[config.mk]
export PLATFORM = sky130hd
export DESIGN_NAME = serial_display_receiver
export DESIGN_NICKNAME = d
export VERILOG_FILES = /design/src/rtl/serial_display_receiver.sv
export SDC_FILE = /design/constraint.sdc
export NUM_CORES = 1
export LEC_CHECK = 0
export CAP_MARGIN = 30
export CORE_UTILIZATION = 43
export CTS_CLUSTER_DIAMETER = 40
export CTS_CLUSTER_SIZE = 30
export DETAILED_ROUTE_END_ITERATION = 6
export DONT_BUFFER_PORTS = 1
export PLACE_DENSITY = 0.67
export SETUP_SLACK_MARGIN = 0.5
export SLEW_MARGIN = 20
export SYNTH_ARGS = -nofsm -noshare
export SYNTH_HDL_FRONTEND = slang
export SYNTH_SLANG_ARGS = --single-unit
export TNS_END_PERCENT = 100
[constraint.sdc]
create_clock -name i_clk -period 12.5 [get_ports i_clk]
set_input_delay 0.625 -clock i_clk [delete_from_list [all_inputs] [get_ports i_clk]]
set_output_delay 0.625 -clock i_clk [all_outputs]
set_load 0.01 [all_outputs]
[src/rtl/serial_display_receiver.sv]
`default_nettype none
// ============================================================================
// Module   : serial_display_receiver
// Brief    : 3-wire serial display link receiver; deserializes 48-bit frames
//            and decodes six 7-segment digits back to BCD + decimal points.
// Revision : 1.0 - initial release
// ============================================================================
module serial_display_receiver #(
    parameter int SHIFT_WIDTH = 48,
    parameter int SYNC_STAGES = 2
) (
    input  logic                   i_clk,
    input  logic                   i_reset,
    input  logic                   i_serial_data,
    input  logic                   i_serial_clk,
    input  logic                   i_serial_latch,
    output logic [SHIFT_WIDTH-1:0] o_parallel_data,
    output logic [3:0]             o_hours_msb,
    output logic [3:0]             o_hours_lsb,
    output logic [3:0]             o_minutes_msb,
    output logic [3:0]             o_minutes_lsb,
    output logic [3:0]             o_seconds_msb,
    output logic [3:0]             o_seconds_lsb,
    output logic                   o_dp_hours1,
    output logic                   o_dp_hours2,
    output logic                   o_dp_minutes1,
    output logic                   o_dp_minutes2,
    output logic                   o_dp_seconds1,
    output logic                   o_dp_seconds2,
    output logic [5:0]             o_blank,
    output logic [5:0]             o_decode_err,
    output logic                   o_valid_stb,
    output logic                   o_frame_err_stb,
    output logic                   o_busy
);

    localparam int               NUM_DIGITS = 6;
    localparam int               CNT_W      = $clog2(SHIFT_WIDTH + 2);
    localparam logic [CNT_W-1:0] CNT_FULL   = CNT_W'(SHIFT_WIDTH);
    localparam logic [CNT_W-1:0] CNT_SAT    = CNT_W'(SHIFT_WIDTH + 1);

    logic [SYNC_STAGES-1:0] sync_data;
    logic [SYNC_STAGES-1:0] sync_sclk;
    logic [SYNC_STAGES-1:0] sync_latch;
    logic                   sclk_hist;
    logic                   latch_hist;

    logic                   data_s;
    logic                   sclk_rise;
    logic                   latch_rise;

    logic [SHIFT_WIDTH-1:0] shreg;
    logic [SHIFT_WIDTH-1:0] shreg_next;
    logic [SHIFT_WIDTH-1:0] frame_q;
    logic [CNT_W-1:0]       count;
    logic [CNT_W-1:0]       count_next;
    logic                   good_q;
    logic                   bad_q;

    logic [5:0]             dec [NUM_DIGITS];

    logic [NUM_DIGITS-1:0][3:0] digit_r;
    logic [NUM_DIGITS-1:0]      dp_r;
    logic [NUM_DIGITS-1:0]      blank_r;
    logic [NUM_DIGITS-1:0]      err_r;

    assign data_s     = sync_data[SYNC_STAGES-1];
    assign sclk_rise  = sync_sclk[SYNC_STAGES-1] & ~sclk_hist;
    assign latch_rise = sync_latch[SYNC_STAGES-1] & ~latch_hist;

    // Shift is resolved before the latch so a coincident latch sees the post-shift frame.
    always_comb begin
        shreg_next = shreg;
        count_next = count;
        if (sclk_rise) begin
            shreg_next = {shreg[SHIFT_WIDTH-2:0], data_s};
            if (count != CNT_SAT) begin
                count_next = count + 1'b1;
            end
        end
    end

    always_ff @(posedge i_clk or posedge i_reset) begin
        if (i_reset) begin
            sync_data  <= '0;
            sync_sclk  <= '0;
            sync_latch <= '0;
            sclk_hist  <= 1'b0;
            latch_hist <= 1'b0;
            shreg      <= '0;
            count      <= '0;
            frame_q    <= '0;
            good_q     <= 1'b0;
            bad_q      <= 1'b0;
        end else begin
            sync_data  <= {sync_data[SYNC_STAGES-2:0], i_serial_data};
            sync_sclk  <= {sync_sclk[SYNC_STAGES-2:0], i_serial_clk};
            sync_latch <= {sync_latch[SYNC_STAGES-2:0], i_serial_latch};
            sclk_hist  <= sync_sclk[SYNC_STAGES-1];
            latch_hist <= sync_latch[SYNC_STAGES-1];
            shreg      <= shreg_next;
            count      <= latch_rise ? '0 : count_next;
            good_q     <= latch_rise && (count_next == CNT_FULL);
            bad_q      <= latch_rise && (count_next != CNT_FULL);
            if (latch_rise) begin
                frame_q <= shreg_next;
            end
        end
    end

    // Returns {digit[3:0], blank, decode_err}.
    function automatic logic [5:0] decode_seg(input logic [6:0] seg);
        case (seg)
            7'h3F:   return {4'd0, 2'b00};
            7'h06:   return {4'd1, 2'b00};
            7'h5B:   return {4'd2, 2'b00};
            7'h4F:   return {4'd3, 2'b00};
            7'h66:   return {4'd4, 2'b00};
            7'h6D:   return {4'd5, 2'b00};
            7'h7D:   return {4'd6, 2'b00};
            7'h07:   return {4'd7, 2'b00};
            7'h7F:   return {4'd8, 2'b00};
            7'h6F:   return {4'd9, 2'b00};
            7'h00:   return {4'hF, 2'b10};
            default: return {4'hE, 2'b01};
        endcase
    endfunction

    // Digit index 0 is the last byte on the wire (seconds_lsb), index 5 the first.
    generate
        for (genvar gi = 0; gi < NUM_DIGITS; gi++) begin : g_dec
            assign dec[gi] = decode_seg(frame_q[8*gi +: 7]);
        end
    endgenerate

    always_ff @(posedge i_clk or posedge i_reset) begin
        if (i_reset) begin
            o_parallel_data <= '0;
            digit_r         <= {NUM_DIGITS{4'hF}};
            dp_r            <= '0;
            blank_r         <= '1;
            err_r           <= '0;
            o_valid_stb     <= 1'b0;
            o_frame_err_stb <= 1'b0;
        end else begin
            o_valid_stb     <= good_q;
            o_frame_err_stb <= bad_q;
            if (good_q) begin
                o_parallel_data <= frame_q;
                for (int i = 0; i < NUM_DIGITS; i++) begin
                    digit_r[i] <= dec[i][5:2];
                    blank_r[i] <= dec[i][1];
                    err_r[i]   <= dec[i][0];
                    dp_r[i]    <= frame_q[8*i+7];
                end
            end
        end
    end

    assign o_hours_msb   = digit_r[5];
    assign o_hours_lsb   = digit_r[4];
    assign o_minutes_msb = digit_r[3];
    assign o_minutes_lsb = digit_r[2];
    assign o_seconds_msb = digit_r[1];
    assign o_seconds_lsb = digit_r[0];
    assign o_dp_hours1   = dp_r[5];
    assign o_dp_hours2   = dp_r[4];
    assign o_dp_minutes1 = dp_r[3];
    assign o_dp_minutes2 = dp_r[2];
    assign o_dp_seconds1 = dp_r[1];
    assign o_dp_seconds2 = dp_r[0];
    assign o_blank       = blank_r;
    assign o_decode_err  = err_r;
    assign o_busy        = (count != '0);

endmodule
`default_nettype wire

Word level (Yosys, flattened, before mapping)
Index checks and enable logic that the tools add are counted.
{ "op_classes": {"multipliers": 0, "n_eq_ne": 63, "muxes": 10, "n_addsub": 1, "n_div": 0, "n_shift": 0, "reduce_logical": 9, "magnitude_cmp": 0, "n_bitwise": 4} }
{ "ops": {"columns": ["op", "n"], "rows": [
  ["$pmux W6 S11", 6],
  ["$eq A7 B7 Y1 const B", 42],
  ["$eq A7 B3 Y1 const B", 12],
  ["$mux W48", 1],
  ["$eq A7 B6 Y1 const B", 6],
  ["$logic_not A7 Y1", 6],
  ["$mux W6", 3],
  ["$ne A6 B6 Y1 const B", 2],
  ["$add A6 B1 Y6 const B", 1],
  ["$eq A6 B6 Y1 const B", 1],
  ["$reduce_bool A6 Y1", 1],
  ["$and A1 B1 Y1", 2],
  ["$logic_and A1 B1 Y1", 2],
  ["$not A1 Y1", 2]
]} }
{ "totals": {"elab_cells": 109, "latch_bits": 0, "ff_bits": 204, "out_inout_bits": 93, "rom_bits": 0, "ramBits": 0, "n_memories": 0} }

Depth between registers and ports, before layout
{ "depth": {"word_depth": 5, "ltp_mapped": 7} }

Worst setup path after synthesis
No wires, ideal clock.
{ "synth_timing": {"path_type": "register to register", "start": "register frame_q[37]", "end": "register digit_r (netlist bit o_hours_lsb[1])", "stages_incl_launch_ff": 7, "period_less_slack_ps": 1773, "arrival_ps": 1705, "setup_slack_ps": 10727, "setup_ps": 68, "path_cell_list": "dfrtp_1 > buf_8 > nand3_1 > a2111oi_0 > or4_1 > or3_4 > a21oi_2"} }
{ "synth_between": {"elab_chain_cells": 2} }
{ "synth_rtl": {"columns": ["element", "line_no", "rtl"], "rows": [
  ["start, declared", "54", "logic [SHIFT_WIDTH-1:0] frame_q;"],
  ["start signal, assigned", "106", "frame_q <= shreg_next;"],
  ["$eq A7 B7 Y1 (tied with other cells)", "113", "case (seg)"],
  ["$pmux W6 S11 (*)", "113", null],
  ["end signal, assigned", "139", "digit_r <= {NUM_DIGITS{4'hF}};"],
  ["end signal, assigned by index", "151", "digit_r[i] <= dec[i][5:2];"],
  ["end, declared", "62", "logic [NUM_DIGITS-1:0][3:0] digit_r;"]
]} }
Every way passes the cells marked *; elsewhere a longest branch is shown, timed or not.
A chain may end at the register's enable or synchronous reset.

Final worst setup path
{ "layout_timing": {"start": "register sync_sclk[1]", "end": "register bad_q"} }
{ "layout_between": {"elab_chain_cells": 4} }
{ "layout_rtl": {"columns": ["element", "line_no", "rtl"], "rows": [
  ["start, declared", "43", "logic [SYNC_STAGES-1:0] sync_sclk;"],
  ["start signal, assigned", "97", "sync_sclk <= {sync_sclk[SYNC_STAGES-2:0], i_serial_clk};"],
  ["$and A1 B1 Y1", "68", "assign sclk_rise = sync_sclk[SYNC_STAGES-1] & ~sclk_hist;"],
  ["$mux W6", "75", "if (sclk_rise) begin"],
  ["$ne A6 B6 Y1", "104", "bad_q <= latch_rise && (count_next != CNT_FULL);"],
  ["$logic_and A1 B1 Y1", "104", null],
  ["end signal, assigned", "104", null],
  ["end, declared", "58", "logic bad_q;"]
]} }
No other way between the ends.

==> flow_summary_export.csv <==
group,metric,value,unit
floorplanning,io_pins,98,
placement,port-buffer-count,0,
critical_path,critPathLaunchType,"flip-flop",
timing,fin_crit_sh,16.6,%
logic_synthesis,synthTopCellsByArea,"dfrtp_1, mux2_2, dfstp_2",
critical_path,cp_max_fo,51,
logic_synthesis,synth_mux_area_share,13.3,%
critical_path,worst_path_max_delay_cell,"buf_4",
clock_tree,cts_made_buffers,17,
global_route,grt_antenna_before_repair,0,
placement,dpl_cell_area,0.00891,mm²
logic_synthesis,synth_seq_cells,198,
layout,postLayoutCellArea,0.00957,mm²
layout,mostFrequentLayoutCells,"dfrtp_1, nand2_1, mux2_2",
floorplanning,die_width,146,µm
logic_synthesis,synth_top_family_by_area,"simple AND/OR/NAND/NOR gates",
floorplanning,fp.dieH,146,µm
timing,fin_crit,2080,ps
global_route,grt_pass1_vias,5676,
placement,hpwlAfterDp,11000,µm
routing,avgRoutedWirePerCell,16.7,µm
timing,fmaxAchievable,0.482,GHz
pwr,switching_share,25.8,%
global_route,grt_pass1_wl,29800,µm
global_route,grt_overflow_total,0,
floorplanning,core,0.0202,mm²
timing,clock_skew,10.5,ps
critical_path,path_buf_inv,1,
critical_path,endpoint_kind,"flip-flop",
logic_synthesis,ys.flop_type,"dfrtp_1",
logic_synthesis,synth_edf_count,0,
floorplanning,rows,52,
routing,vias,5674,
clock_tree,clock_path_buffers,2,
routing,drtIter0Drc,355,
timing,final_hold_viol_count,0,
layout,n_antenna_cell,0,
hold_path,hp-class,"primary input to asynchronous set/reset pin",
pwr,p_leak,4.41,nW
pwr,vdd_drop_max,0.0913,mV
logic_synthesis,syn_inst,813,
clock_tree,ctsHoldBuffers,0,
routing,drt_pass1_iterations,5,
layout,syn_to_final_growth,8.04,%
layout,drive_gt1_share,22.5,%
logic_synthesis,yosysSeqAreaShare,56.3,%
logic_synthesis,netlist_area,0.00886,mm²
routing,via_per_inst,5.41,
routing,antenna_left,0,
clock_tree,cts_resized,0,
logic_synthesis,synth_simple_gate_area_share,16.2,%
global_route,grt_max_degree,126,
clock_tree,htree_levels,4,
critical_path,worst_path_largest_cell_delay,550,ps
pwr,p_int,1.09,mW
placement,gp_congestion,0.768,
layout,nets,773,
timing,rsz0062_at_grt,"false",
critical_path,cp_cell_sequence,"nor2b_4, buf_4, o31ai_1, nor2_1, a22oi_1, o31a_1",
global_route,track_usage,17.6,%
critical_path,crit_family,"compound AO/OA/AOI/OAI gates",
clock_tree,cts_setup_buffers,0,
timing,tightest_slew,864,ps
logic_synthesis,async_flop_share,100,%
pwr,p_seq_share,51.4,%
logic_synthesis,synthAdderAreaFrac,0.424,%
clock_tree,cts-root-buf,"clkbuf_16",
flow_run,maxCapViolations,0,
timing,slew_headroom,42.4,%
critical_path,critPathKind,"flip-flop to flip-flop",
logic_synthesis,ys_types,65,
status,status,"finished clean",
clock_tree,clk_pin_slew_worst_paths,70,ps
pwr,power_switching,378,µW
clock_tree,clock_sinks,198,
pwr,finalPower,1.47,mW
timing,worst_hold_slack,197,ps
logic_synthesis,synth.top_cell.area_share,47.5,%
floorplanning,start_util,43.8,%
timing,tns,0,ps
critical_path,required,12820,ps
timing,final-setup-viol-count,0,
logic_synthesis,syn_area_per_cell,10.9,µm²
pwr,p_comb_share,10.5,%
logic_synthesis,synth_top_cell_by_area,"dfrtp_1",
pwr,p_clk_share,38.0,%
layout,final_common_cell,"dfrtp_1",
logic_synthesis,synth-compound-area-share,8.08,%
pwr,p_per_area,153,mW/mm²
clock_tree,cts_tree,"done",
logic_synthesis,synth_xor_area_share,1.29,%
clock_tree,clock_latency,430,ps
logic_synthesis,synthesis.nets,821,
layout,fin_util,47.3,%
routing,drt_wl_total,17500,µm
routing,drc,0,
timing,slew_violations,0,
critical_path,worst_ep_arrival_time,2390,ps
floorplanning,dieArea,0.0212,mm²
logic_synthesis,yosys_warnings,0,
[synth_stat cells, drive strengths merged (5+ instances only)]
cell,instances
a21oi,26
a31oi,8
and3,5
buf,26
clkbuf,47
dfrtp,168
dfstp,30
inv,12
mux2,103
nand2,155
nand2b,12
nand3,18
nand4,8
nand4b,5
nor2,49
nor2b,5
nor3,11
o21ai,22
o31ai,5
or3,7
or4,7
xnor2,10
[sequential cells by signal, summed over array words and instances (netlist names), 2 cells and up]
| signal | count |
|---|---|
| o_parallel_data | 48 |
| o_hours_lsb | 4 |
| o_minutes_lsb | 4 |
| o_blank | 6 |
| o_seconds_lsb | 4 |
| sync_latch | 2 |
| count | 6 |
| o_minutes_msb | 4 |
| o_seconds_msb | 4 |
| sync_data | 2 |
| o_hours_msb | 4 |
| shreg | 48 |
| frame_q | 48 |
| sync_sclk | 2 |
| o_decode_err | 6 |
[final timing paths]
kind	startpoint	to	slack [ps]	depth (start not counted)
max in group asynchronous	i_reset	o_minutes_lsb[0]	11050	3
max reg2reg	sync_sclk[1]	bad_q	10420	6
min	i_reset	count[1]	200	1
min reg2reg	sync_latch[0]	sync_latch[1]	350	0
max	sync_sclk[1]	bad_q	10420	6
min in group i_clk	i_serial_data	sync_data[0]	220	0
[logic make-up after synthesis]
family / count (synthesis)
adder cells (fa/ha/maj): 3
buffers and inverters: 85
multiplexers: 105
XOR/XNOR: 13
AND/OR/NAND/NOR: 304
AO/OA/AOI/OAI: 105
flip-flops: 198
[layout make-up]
cell class              count  area, µm²
clock buffers              23        478
clock inverters             9        126
fillers                  1799      10700
inverters                  12       52.6
multi-input cells         530       3500
flip-flops and latches    198       5000
well taps                 270        338
repair buffers              6       85.1
[worst register-to-register path: cells and delay by family (launching register included)]
| family | cells | cell delay (ps) |
|---|---|---|
| AOI/OAI and AO/OA | 3 | 730 |
| buffers and inverters | 1 | 550 |
| DFF | 1 | 390 |
| and+or+nand+nor | 2 | 300 |
[metrics by stage]
stage	std cells	worst slack [ps]
after floorplan	813	6530
after global placement	1014	10160
after detailed placement	1014	10160
after CTS	1046	10390
after global routing	1048	10140
final	1048	10420
[metal layers]
layer	share of wire [%]	track usage, %
met1	46	23.4
met5	0	0
met2	46	27.5
met4	1.1	5.26
met3	6.1	5.77
[power groups by stage]
stage / combinational, mW / clock (mW) / sequential (mW)
after detailed placement: 0.154 / 0 / 0.766
after global routing: 0.176 / 0.600 / 0.765
final: 0.154 / 0.558 / 0.755
after global placement: 0.150 / 0 / 0.763
after CTS: 0.155 / 0.573 / 0.754
after floorplan: 0.157 / 0 / 0.720
Power figures use the tool's default switching activity.
